### config.mk
export PLATFORM = sky130hd
export DESIGN_NAME = dma_channel
export DESIGN_NICKNAME = d
export VERILOG_FILES = /design/src/rtl/dma_channel_pkg.sv /design/src/rtl/dma_channel_regs.sv /design/src/rtl/dma_channel.sv
export SDC_FILE = /design/constraint.sdc
export NUM_CORES = 1
export LEC_CHECK = 0
export CAP_MARGIN = 10
export CORE_UTILIZATION = 35
export DETAILED_ROUTE_END_ITERATION = 12
export PLACE_DENSITY = 0.61
export SETUP_SLACK_MARGIN = 0.3
export SYNTH_ARGS = -nofsm -noshare
export SYNTH_HDL_FRONTEND = slang
export SYNTH_SLANG_ARGS = --single-unit
### constraint.sdc
create_clock -name MCLK -period 6.1 [get_ports MCLK]
set_input_delay 1.83 -clock MCLK [delete_from_list [all_inputs] [get_ports MCLK]]
set_output_delay 1.83 -clock MCLK [all_outputs]
set_load 0.01 [all_outputs]
### src/rtl/dma_channel_pkg.sv
// Shared definitions for the DMA channel: base address, register offsets,
// CTL bit positions, FSM state encoding and the CPU byte-lane merge helper.
package dma_channel_pkg;

    localparam logic [15:0] MAP_DMA0 = 16'h01C0;

    localparam logic [2:0] OFS_CTL = 3'd0;
    localparam logic [2:0] OFS_SA  = 3'd2;
    localparam logic [2:0] OFS_DA  = 3'd4;
    localparam logic [2:0] OFS_SZ  = 3'd6;

    localparam int unsigned CTL_DMAREQ     = 0;
    localparam int unsigned CTL_DMAIE      = 2;
    localparam int unsigned CTL_DMAIFG     = 3;
    localparam int unsigned CTL_DMAEN      = 4;
    localparam int unsigned CTL_DMADT      = 5;
    localparam int unsigned CTL_DMASRCINCR = 6;
    localparam int unsigned CTL_DMADSTINCR = 7;
    localparam int unsigned CTL_DMABYTE    = 8;

    // Bits 2..8 are stored; DMAREQ is a write-only strobe.
    localparam logic [15:0] CTL_RW_MASK = 16'h01FC;

    typedef enum logic [1:0] {
        S_IDLE  = 2'd0,
        S_REQ   = 2'd1,
        S_READ  = 2'd2,
        S_WRITE = 2'd3
    } dma_state_e;

    // A byte write replaces only the lane selected by the address LSB.
    function automatic logic [15:0] merge_write(
        input logic [15:0] old_val,
        input logic [15:0] wdata,
        input logic        bw,
        input logic        hi
    );
        logic [15:0] res;
        if (!bw)
            res = wdata;
        else if (hi)
            res = {wdata[15:8], old_val[7:0]};
        else
            res = {old_val[15:8], wdata[7:0]};
        return res;
    endfunction

endpackage

### src/rtl/dma_channel_regs.sv
// CPU-visible register block of the DMA channel: decode, read mux and storage
// of CTL/SA/DA/SZ, with hardware updates from the transfer engine.
module dma_regs
    import dma_channel_pkg::*;
#(
    parameter logic [15:0] START = MAP_DMA0
) (
    input  logic        MCLK,
    input  logic        reset,
    input  logic [15:0] MAB,
    input  logic [15:0] MDBwrite,
    input  logic        MW,
    input  logic        BW,
    output logic [15:0] MDBread,
    input  logic        busy,
    input  logic        xfer_done,
    input  logic [15:0] sa_nxt,
    input  logic [15:0] da_nxt,
    input  logic [15:0] sz_nxt,
    input  logic        set_ifg,
    input  logic        clr_en,
    input  logic        dmaclr,
    output logic [15:0] sa,
    output logic [15:0] da,
    output logic [15:0] sz,
    output logic        ie,
    output logic        ifg,
    output logic        en,
    output logic        dt,
    output logic        src_incr,
    output logic        dst_incr,
    output logic        byte_mode,
    output logic        sw_req
);

    logic [15:0] ctl_q, ctl_d;
    logic [15:0] sa_q, sa_d;
    logic [15:0] da_q, da_d;
    logic [15:0] sz_q, sz_d;

    logic [15:0] offset;
    logic        in_range;
    logic [2:0]  reg_ofs;
    logic [15:0] cur_val;
    logic [15:0] wval;
    logic        wr_en;

    assign offset   = MAB - START;
    assign in_range = (offset < 16'd8);
    assign reg_ofs  = {offset[2:1], 1'b0};
    assign wr_en    = MW & in_range;

    always_comb begin
        cur_val = '0;
        case (reg_ofs)
            OFS_CTL: cur_val = ctl_q;
            OFS_SA:  cur_val = sa_q;
            OFS_DA:  cur_val = da_q;
            OFS_SZ:  cur_val = sz_q;
            default: cur_val = '0;
        endcase
    end

    assign wval    = merge_write(cur_val, MDBwrite, BW, MAB[0]);
    assign MDBread = (!MW && in_range) ? cur_val : '0;

    always_comb begin
        ctl_d  = ctl_q;
        sa_d   = sa_q;
        da_d   = da_q;
        sz_d   = sz_q;
        sw_req = 1'b0;

        if (wr_en) begin
            case (reg_ofs)
                OFS_CTL: begin
                    ctl_d  = wval & CTL_RW_MASK;
                    sw_req = wval[CTL_DMAREQ];
                end
                OFS_SA:  if (!busy) sa_d = wval;
                OFS_DA:  if (!busy) da_d = wval;
                OFS_SZ:  if (!busy) sz_d = wval;
                default: ;
            endcase
        end

        if (xfer_done) begin
            sa_d = sa_nxt;
            da_d = da_nxt;
            sz_d = sz_nxt;
        end

        // Completion has priority over any clear of the flag in the same cycle.
        if (dmaclr)  ctl_d[CTL_DMAIFG] = 1'b0;
        if (set_ifg) ctl_d[CTL_DMAIFG] = 1'b1;
        if (clr_en)  ctl_d[CTL_DMAEN]  = 1'b0;
    end

    always_ff @(posedge MCLK or posedge reset) begin
        if (reset) begin
            ctl_q <= '0;
            sa_q  <= '0;
            da_q  <= '0;
            sz_q  <= '0;
        end else begin
            ctl_q <= ctl_d;
            sa_q  <= sa_d;
            da_q  <= da_d;
            sz_q  <= sz_d;
        end
    end

    assign sa        = sa_q;
    assign da        = da_q;
    assign sz        = sz_q;
    assign ie        = ctl_q[CTL_DMAIE];
    assign ifg       = ctl_q[CTL_DMAIFG];
    assign en        = ctl_q[CTL_DMAEN];
    assign dt        = ctl_q[CTL_DMADT];
    assign src_incr  = ctl_q[CTL_DMASRCINCR];
    assign dst_incr  = ctl_q[CTL_DMADSTINCR];
    assign byte_mode = ctl_q[CTL_DMABYTE];

endmodule

### src/rtl/dma_channel.sv
// Single DMA channel: trigger capture, IDLE/REQ/READ/WRITE transfer FSM and
// address/size datapath; register storage lives in dma_regs.
module dma_channel
    import dma_channel_pkg::*;
#(
    parameter logic [15:0] START = MAP_DMA0
) (
    input  logic        MCLK,
    input  logic        reset,
    input  logic [15:0] MAB,
    input  logic [15:0] MDBwrite,
    input  logic        MW,
    input  logic        BW,
    output logic [15:0] MDBread,
    output logic        DMA_REQ,
    input  logic        DMA_GNT,
    output logic [15:0] DMA_MAB,
    output logic [15:0] DMA_MDBwrite,
    output logic        DMA_MW,
    output logic        DMA_BW,
    input  logic [15:0] DMA_MDBin,
    input  logic        DMATRIG,
    input  logic        DMACLR,
    output logic        DMAINT
);

    dma_state_e  state_q, state_d;
    logic        pending_q, pending_d;
    logic        trig_prev_q, trig_prev_d;
    logic [15:0] data_q, data_d;

    logic [15:0] sa, da, sz;
    logic [15:0] sa_nxt, da_nxt, sz_nxt;
    logic        ie, ifg, en, dt, src_incr, dst_incr, byte_mode, sw_req;
    logic        xfer_done, set_ifg, clr_en;
    logic        hw_edge, trig_evt, busy;
    logic [15:0] step;

    dma_regs #(
        .START (START)
    ) u_regs (
        .MCLK      (MCLK),
        .reset     (reset),
        .MAB       (MAB),
        .MDBwrite  (MDBwrite),
        .MW        (MW),
        .BW        (BW),
        .MDBread   (MDBread),
        .busy      (busy),
        .xfer_done (xfer_done),
        .sa_nxt    (sa_nxt),
        .da_nxt    (da_nxt),
        .sz_nxt    (sz_nxt),
        .set_ifg   (set_ifg),
        .clr_en    (clr_en),
        .dmaclr    (DMACLR),
        .sa        (sa),
        .da        (da),
        .sz        (sz),
        .ie        (ie),
        .ifg       (ifg),
        .en        (en),
        .dt        (dt),
        .src_incr  (src_incr),
        .dst_incr  (dst_incr),
        .byte_mode (byte_mode),
        .sw_req    (sw_req)
    );

    assign busy        = (state_q != S_IDLE);
    assign trig_prev_d = DMATRIG;
    assign hw_edge     = DMATRIG & ~trig_prev_q;
    assign trig_evt    = (hw_edge | sw_req) & en & (sz != 16'd0);
    assign step        = byte_mode ? 16'd1 : 16'd2;
    assign DMAINT      = ifg & ie;

    // Every trigger lands in the pending flag first, which gives the one-cycle
    // trigger-to-REQ latency and the one-deep queue with the same flop.
    always_comb begin
        state_d      = state_q;
        pending_d    = pending_q | trig_evt;
        data_d       = data_q;
        xfer_done    = 1'b0;
        set_ifg      = 1'b0;
        clr_en       = 1'b0;
        sa_nxt       = src_incr ? sa + step : sa;
        da_nxt       = dst_incr ? da + step : da;
        sz_nxt       = sz - 16'd1;
        DMA_REQ      = 1'b0;
        DMA_MAB      = '0;
        DMA_MDBwrite = '0;
        DMA_MW       = 1'b0;
        DMA_BW       = 1'b0;

        case (state_q)
            S_IDLE: begin
                if (pending_q) begin
                    pending_d = trig_evt;
                    if (en && (sz != 16'd0))
                        state_d = S_REQ;
                end
            end
            S_REQ: begin
                DMA_REQ = 1'b1;
                if (DMA_GNT)
                    state_d = S_READ;
            end
            S_READ: begin
                DMA_REQ = 1'b1;
                DMA_MAB = sa;
                DMA_BW  = byte_mode;
                if (DMA_GNT) begin
                    data_d  = DMA_MDBin;
                    state_d = S_WRITE;
                end
            end
            S_WRITE: begin
                DMA_REQ      = 1'b1;
                DMA_MAB      = da;
                DMA_MDBwrite = data_q;
                DMA_BW       = byte_mode;
                DMA_MW       = DMA_GNT;
                if (DMA_GNT) begin
                    xfer_done = 1'b1;
                    if (!en) begin
                        state_d   = S_IDLE;
                        pending_d = 1'b0;
                    end else if (sz_nxt == 16'd0) begin
                        set_ifg   = 1'b1;
                        clr_en    = 1'b1;
                        state_d   = S_IDLE;
                        pending_d = 1'b0;
                    end else if (dt) begin
                        state_d = S_READ;
                    end else begin
                        state_d = S_IDLE;
                    end
                end
            end
            default: state_d = S_IDLE;
        endcase
    end

    always_ff @(posedge MCLK or posedge reset) begin
        if (reset) begin
            state_q     <= S_IDLE;
            pending_q   <= 1'b0;
            trig_prev_q <= 1'b0;
            data_q      <= '0;
        end else begin
            state_q     <= state_d;
            pending_q   <= pending_d;
            trig_prev_q <= trig_prev_d;
            data_q      <= data_d;
        end
    end

endmodule

* After elaboration in Yosys (flattened, before gate mapping)
Cells that the tools add are included.
** Cells by class
- Add/subtract/negate cells :: 4
- $lt $le $gt $ge :: 1
- Equal/unequal tests :: 14
- Muxes and demuxes :: 49
- Bitwise gates (word level) :: 8
- Reduce and logical (&&, ||, !) cells :: 26
** Operator list (count)
- 16-bit two-way mux :: 16
- 16-bit case mux with 4 select lines :: 1
- 16-bit by 2-bit adder with 16-bit output :: 2
- 16-bit case mux with 2 select lines :: 1
- 1-bit two-way mux :: 18
- 2-bit two-way mux :: 9
- 16-bit logical NOT :: 1
- 16-bit by 4-bit < comparator with 1-bit output, second input constant :: 1
- 2-bit != test, second input constant :: 8
- 16-bit nonzero test :: 1
- 16-bit by 1-bit subtractor with 16-bit output, second input constant :: 1
- 16-bit by 9-bit subtractor with 16-bit output, second input constant :: 1
- 2-bit nonzero test :: 7
- 5-bit two-way mux :: 2
- 2-bit equality test, second input constant :: 4
- 2-bit case mux with 4 select lines :: 1
- 2-bit AND reduction :: 4
- 4-bit AND reduction :: 2
- 3-bit nonzero test :: 2
- 1-bit AND :: 5
- 5-bit AND reduction :: 1
- 2-bit by 1-bit equality test with 1-bit output, second input constant :: 2
- 3-bit logical NOT :: 1
- 3-bit AND reduction :: 1
- 8 further kinds :: 10
** Word-level totals
- Flip-flop bits (word level) :: 75
- Input port bits :: 55
- Output and inout port bits :: 52
- Word-level logic and storage cells :: 112

* Longest topological paths before layout
- Depth in word-level cells :: 15
- Mapped depth :: 10
- Depth with buffers taken out :: 8

* By module
Synthesis repeated with hierarchy kept, for this count alone.
** Second synthesis, totals
- Cells, all modules :: 641
- Area total of the unflattened synthesis :: 5875.6 µm²
** By module, submodules not included
- dma_regs :: times used 1, cells an instance 382, area each 3627.2 µm², sequential area each 1376.3 µm²
- dma_channel :: times used 1, cells an instance 259, area each 2248.4 µm², sequential area each 500.5 µm²

* Least setup slack after synthesis
No wires, ideal clock.
- Kind :: input port to output port
- From :: in MAB[2]
- To :: out MDBread[13]
- Arrival time :: 2.861 ns
- Setup slack :: 1.409 ns
- Cell stages on the path :: 5
- Path buffers :: 2
- Cells stage by stage :: buf_2 -> buf_2 -> mux2_2 -> a22oi_1 -> nor2_1
** Between the ends
- Cells in the longest elaborated chain, start to end :: 4
- Elaborated cells on any way between the ends :: 9
- Those cells by class :: 1 x add/sub; 1 x order compare; 3 x eq/ne; 2 x mux; 2 x reduce/logical
** Ends and longest elaborated chain
- from (decl) :: RTL line dma_channel.sv:10 : input logic [15:0] MAB,
- 16-bit by 9-bit subtractor with 16-bit output * :: RTL line dma_channel_regs.sv:48 : assign offset = MAB - START;
- 16-bit by 4-bit < comparator with 1-bit output (tied with other cells) :: RTL line dma_channel_regs.sv:49 : assign in_range = (offset < 16'd8);
- 1-bit logical AND / 16-bit case mux with 4 select lines (equally long branches) :: RTL line dma_channel_regs.sv:65, dma_channel_regs.sv:55
- 16-bit two-way mux * :: RTL line dma_channel_regs.sv:65 : assign MDBread = (!MW && in_range) ? cur_val : '0;
- to (decl) :: RTL line dma_channel.sv:14 : output logic [15:0] MDBread,
Mark *: on every way between the ends. The rest lies on a longest branch, timed or not.

* Worst setup path after layout
- From :: in MAB[1]
- To :: out MDBread[2]
The elaborated chain is that of the path after synthesis.

==> reports/qor.txt <==
# port buffers - 106
leakage power total - 2.71 nW
multiplexer share of the synthesized area - 10.1%
max cap viols - 0
Post-synth EDFFs - 0
hold_buf cts - 0
share of cells above drive strength 1 - 11.2%
WL/cell - 19.9 µm
Slew HR - 23.8%
Syn. warnings - 0
first-pass GRT wire length - 28.2 mm
hold path cells - 1
Synth Area in Simple Gates - 20.1%
num rows - 45
FFs w/ async S/R, synth - 100%
total number of vias - 5,287
cells after synthesis - 620
crit path launch type - input port
Global Route Usage Sum - 22.9%
Hold Vio Cnt, Final - 0
root buffer cell - clkbuf_16
Synth-to-Final Area Change - 27.0%
WL final - 17.7 mm
crit-path most repeated cell - clkdlybuf4s50_1
crit-path leading delay family - buffers and inverters
WHS - 0.499 ns
Die Area - 16,000 µm²
H-tree depth - 3
Clock Sinks - 75
Post-Synth XOR/XNOR Area - 0.161%
Tightest Pin Transition - 1.14 ns
Syn Std Cell Area - 5430 µm²
Crit-path slowest cell - clkdlybuf4s50_1
worst vdd ir - 0.000180 V
post-synthesis sequential area ratio - 34.6%
Post-Synth Adder-Cell Area - 3.27%
setup_tns - 0 ns
core box area - 15,100 µm²
DRC violations left - 0
hpwl dp - 13.1 mm
Mean Syn Cell Area - 8.75 µm²
Synth Register Bits - 75
Fmax achieved - 175 MHz
Pre-Repair DR Iteration Count - 5
Largest stage delay, worst path - 0.79 ns
cells on worst reg2reg path - 8
Max Fanout on Critical Path - 10
worst-path cell chain - clkdlybuf4s50_1 -> mux4_1 -> and2_1 -> clkdlybuf4s50_1
cts bufs inserted - 9
final layout net count - 766
Max Buffers Root-to-Sink - 2
Post-DRT Antenna Nets - 0
WP depth - 4
insertion delay to the later sink of the worst-skew pair - 0.35 ns
global route overflow - 0
CTS tree - built
Syn Nets - 688
routability cong. - 0.898
post-synth cell types - 67
Power, Total - 1.98 mW
Chip Width - 127 µm
most frequent cells in the layout - clkdlybuf4s50_1, dfrtp_1, nor2_1
status - complete, no violations
drt via density - 5.93
RSZ-0062 raised after global routing - yes
compound-cell area share of the yosys netlist - 26.4%
Critical Path RT - 4.27 ns
Tmin final - 5.73 ns
ANT cells - 0
final setup skew - 0.00846 ns
Final Setup Violations - 0
Top FF cell, synth - dfrtp_1
clock slew at reported path FFs - 0.06 ns
Post-CTS Setup Inserts - 0
vias in the first global route - 5,317
antenna violations before repair - 0
commonest non-fill, non-tap cell in the layout - clkdlybuf4s50_1
period utilization - 93.9%
Hold WC Path Type - flip-flop to flip-flop
main combinational cell family by area after synthesis - compound AO/OA/AOI/OAI gates
chip height - 127 µm
number of buffers and inverters on the critical path - 2
worst path arrival time - 3.90 ns
Setup crit end kind - output port
largest net degree at the start of global routing - 56
DRT iter0 DRCs - 493
count of boundary I/O pins - 107
fin. max-slew vios - 0
crit path kind - input port to output port
PwrDens - 288 nW/µm²
initial core utilization - 35.8%
# fillers - 1,436
## power breakdown
part,internal (mW),leakage [nW],switching [mW]
Sequential,0.577,0.936,0.0676
Combinational,0.359,1.63,0.424
Clock,0.320,0.142,0.236
Total,1.26,2.71,0.727
## flip-flops by register name, indices dropped and copies added (netlist names)
signal and cells:
data_q 16, u_regs.da 16, u_regs.sa 16, u_regs.sz 16, u_regs.ctl_q 7, state_q 2
pending_q 1, trig_prev_q 1
## Yosys cell counts (8+ instances only)
library cell	n	area, µm²
dfrtp_1	75	1880
nor2_1	54	203
a21oi_1	52	260
o21ai_0	52	260
nand2_1	42	158
clkbuf_1	31	116
and2_1	30	188
mux2_2	28	315
inv_1	22	82.6
nand3_1	19	95.1
a22o_1	18	158
a31oi_1	12	75.1
buf_2	11	55.1
ha_1	11	138
o21a_1	11	82.6
a22oi_1	10	75.1
nor3_1	10	50.1
o22a_1	9	78.8
nand4_1	8	50.1
## through the flow
step	std cells	util (%)	cell area (µm²)	setup WS, ns
after floorplan	620	-	5430	1.41
after global placement	875	43.5	6580	0.302
after detailed placement	875	43.5	6580	0.275
after CTS	891	45.5	6890	0.343
after global routing	891	45.5	6890	0.291
final	891	45.5	6890	0.370
## final timing paths
kind	startpoint	to	slack, ns
setup / recovery	MAB[1]	MDBread[2]	0.37
max in group asynchronous	reset	u_regs.da[6]	3.01
setup reg to reg	state_q[1]	u_regs.da[10]	2.99
hold / removal	data_q[14]	data_q[14]	0.50
hold reg to reg	data_q[14]	data_q[14]	0.50
min in group asynchronous	reset	u_regs.da[2]	2.07
## worst reg2reg max path: stages (launching register included)
cell and delay [ns]:
dfrtp_1 0.41, ha_1 0.17, buf_4 0.36, nand2_1 0.13, inv_1 0.10, buf_4 0.51
o21a_1 0.89, o21ai_0 0.28, o21ai_0 0.16
## timing repair
item	CTS	global route
cloned	0	0
pin swaps	0	0
setup endpoints to repair	7	7
gates resized for setup	1	2
## metal layers
metal	share of wire [%]	global-route usage, %
met2	49	38.5
met5	0	0
met3	6.5	4.68
met1	42	28.8
met4	2.2	8.79
## area by class of cell
cell class | instances | area, µm² | share of cell area (%)
Inverter | 22 | 82.6 | 1.20
Timing Repair Buffer | 115 | 1130 | 16.4
Clock buffer | 9 | 225 | 3.27
Tap cell | 188 | 235 | 3.41
Clock inverter | 7 | 76.3 | 1.11
Multi-Input combinational cell | 475 | 3270 | 47.4
Sequential cell | 75 | 1880 | 27.2
## cell families (layout without fill, tap and decap cells)
group                    after synthesis  after routing
XOR/XNOR                               1              1
buffers and inverters                 70            153
AO/OA/AOI/OAI                        217            217
multiplexers                          42             42
adder cells (fa/ha/maj)               13             13
flip-flops                            75             75
AND/OR/NAND/NOR                      202            202
(Power assumes the default switching activity.)
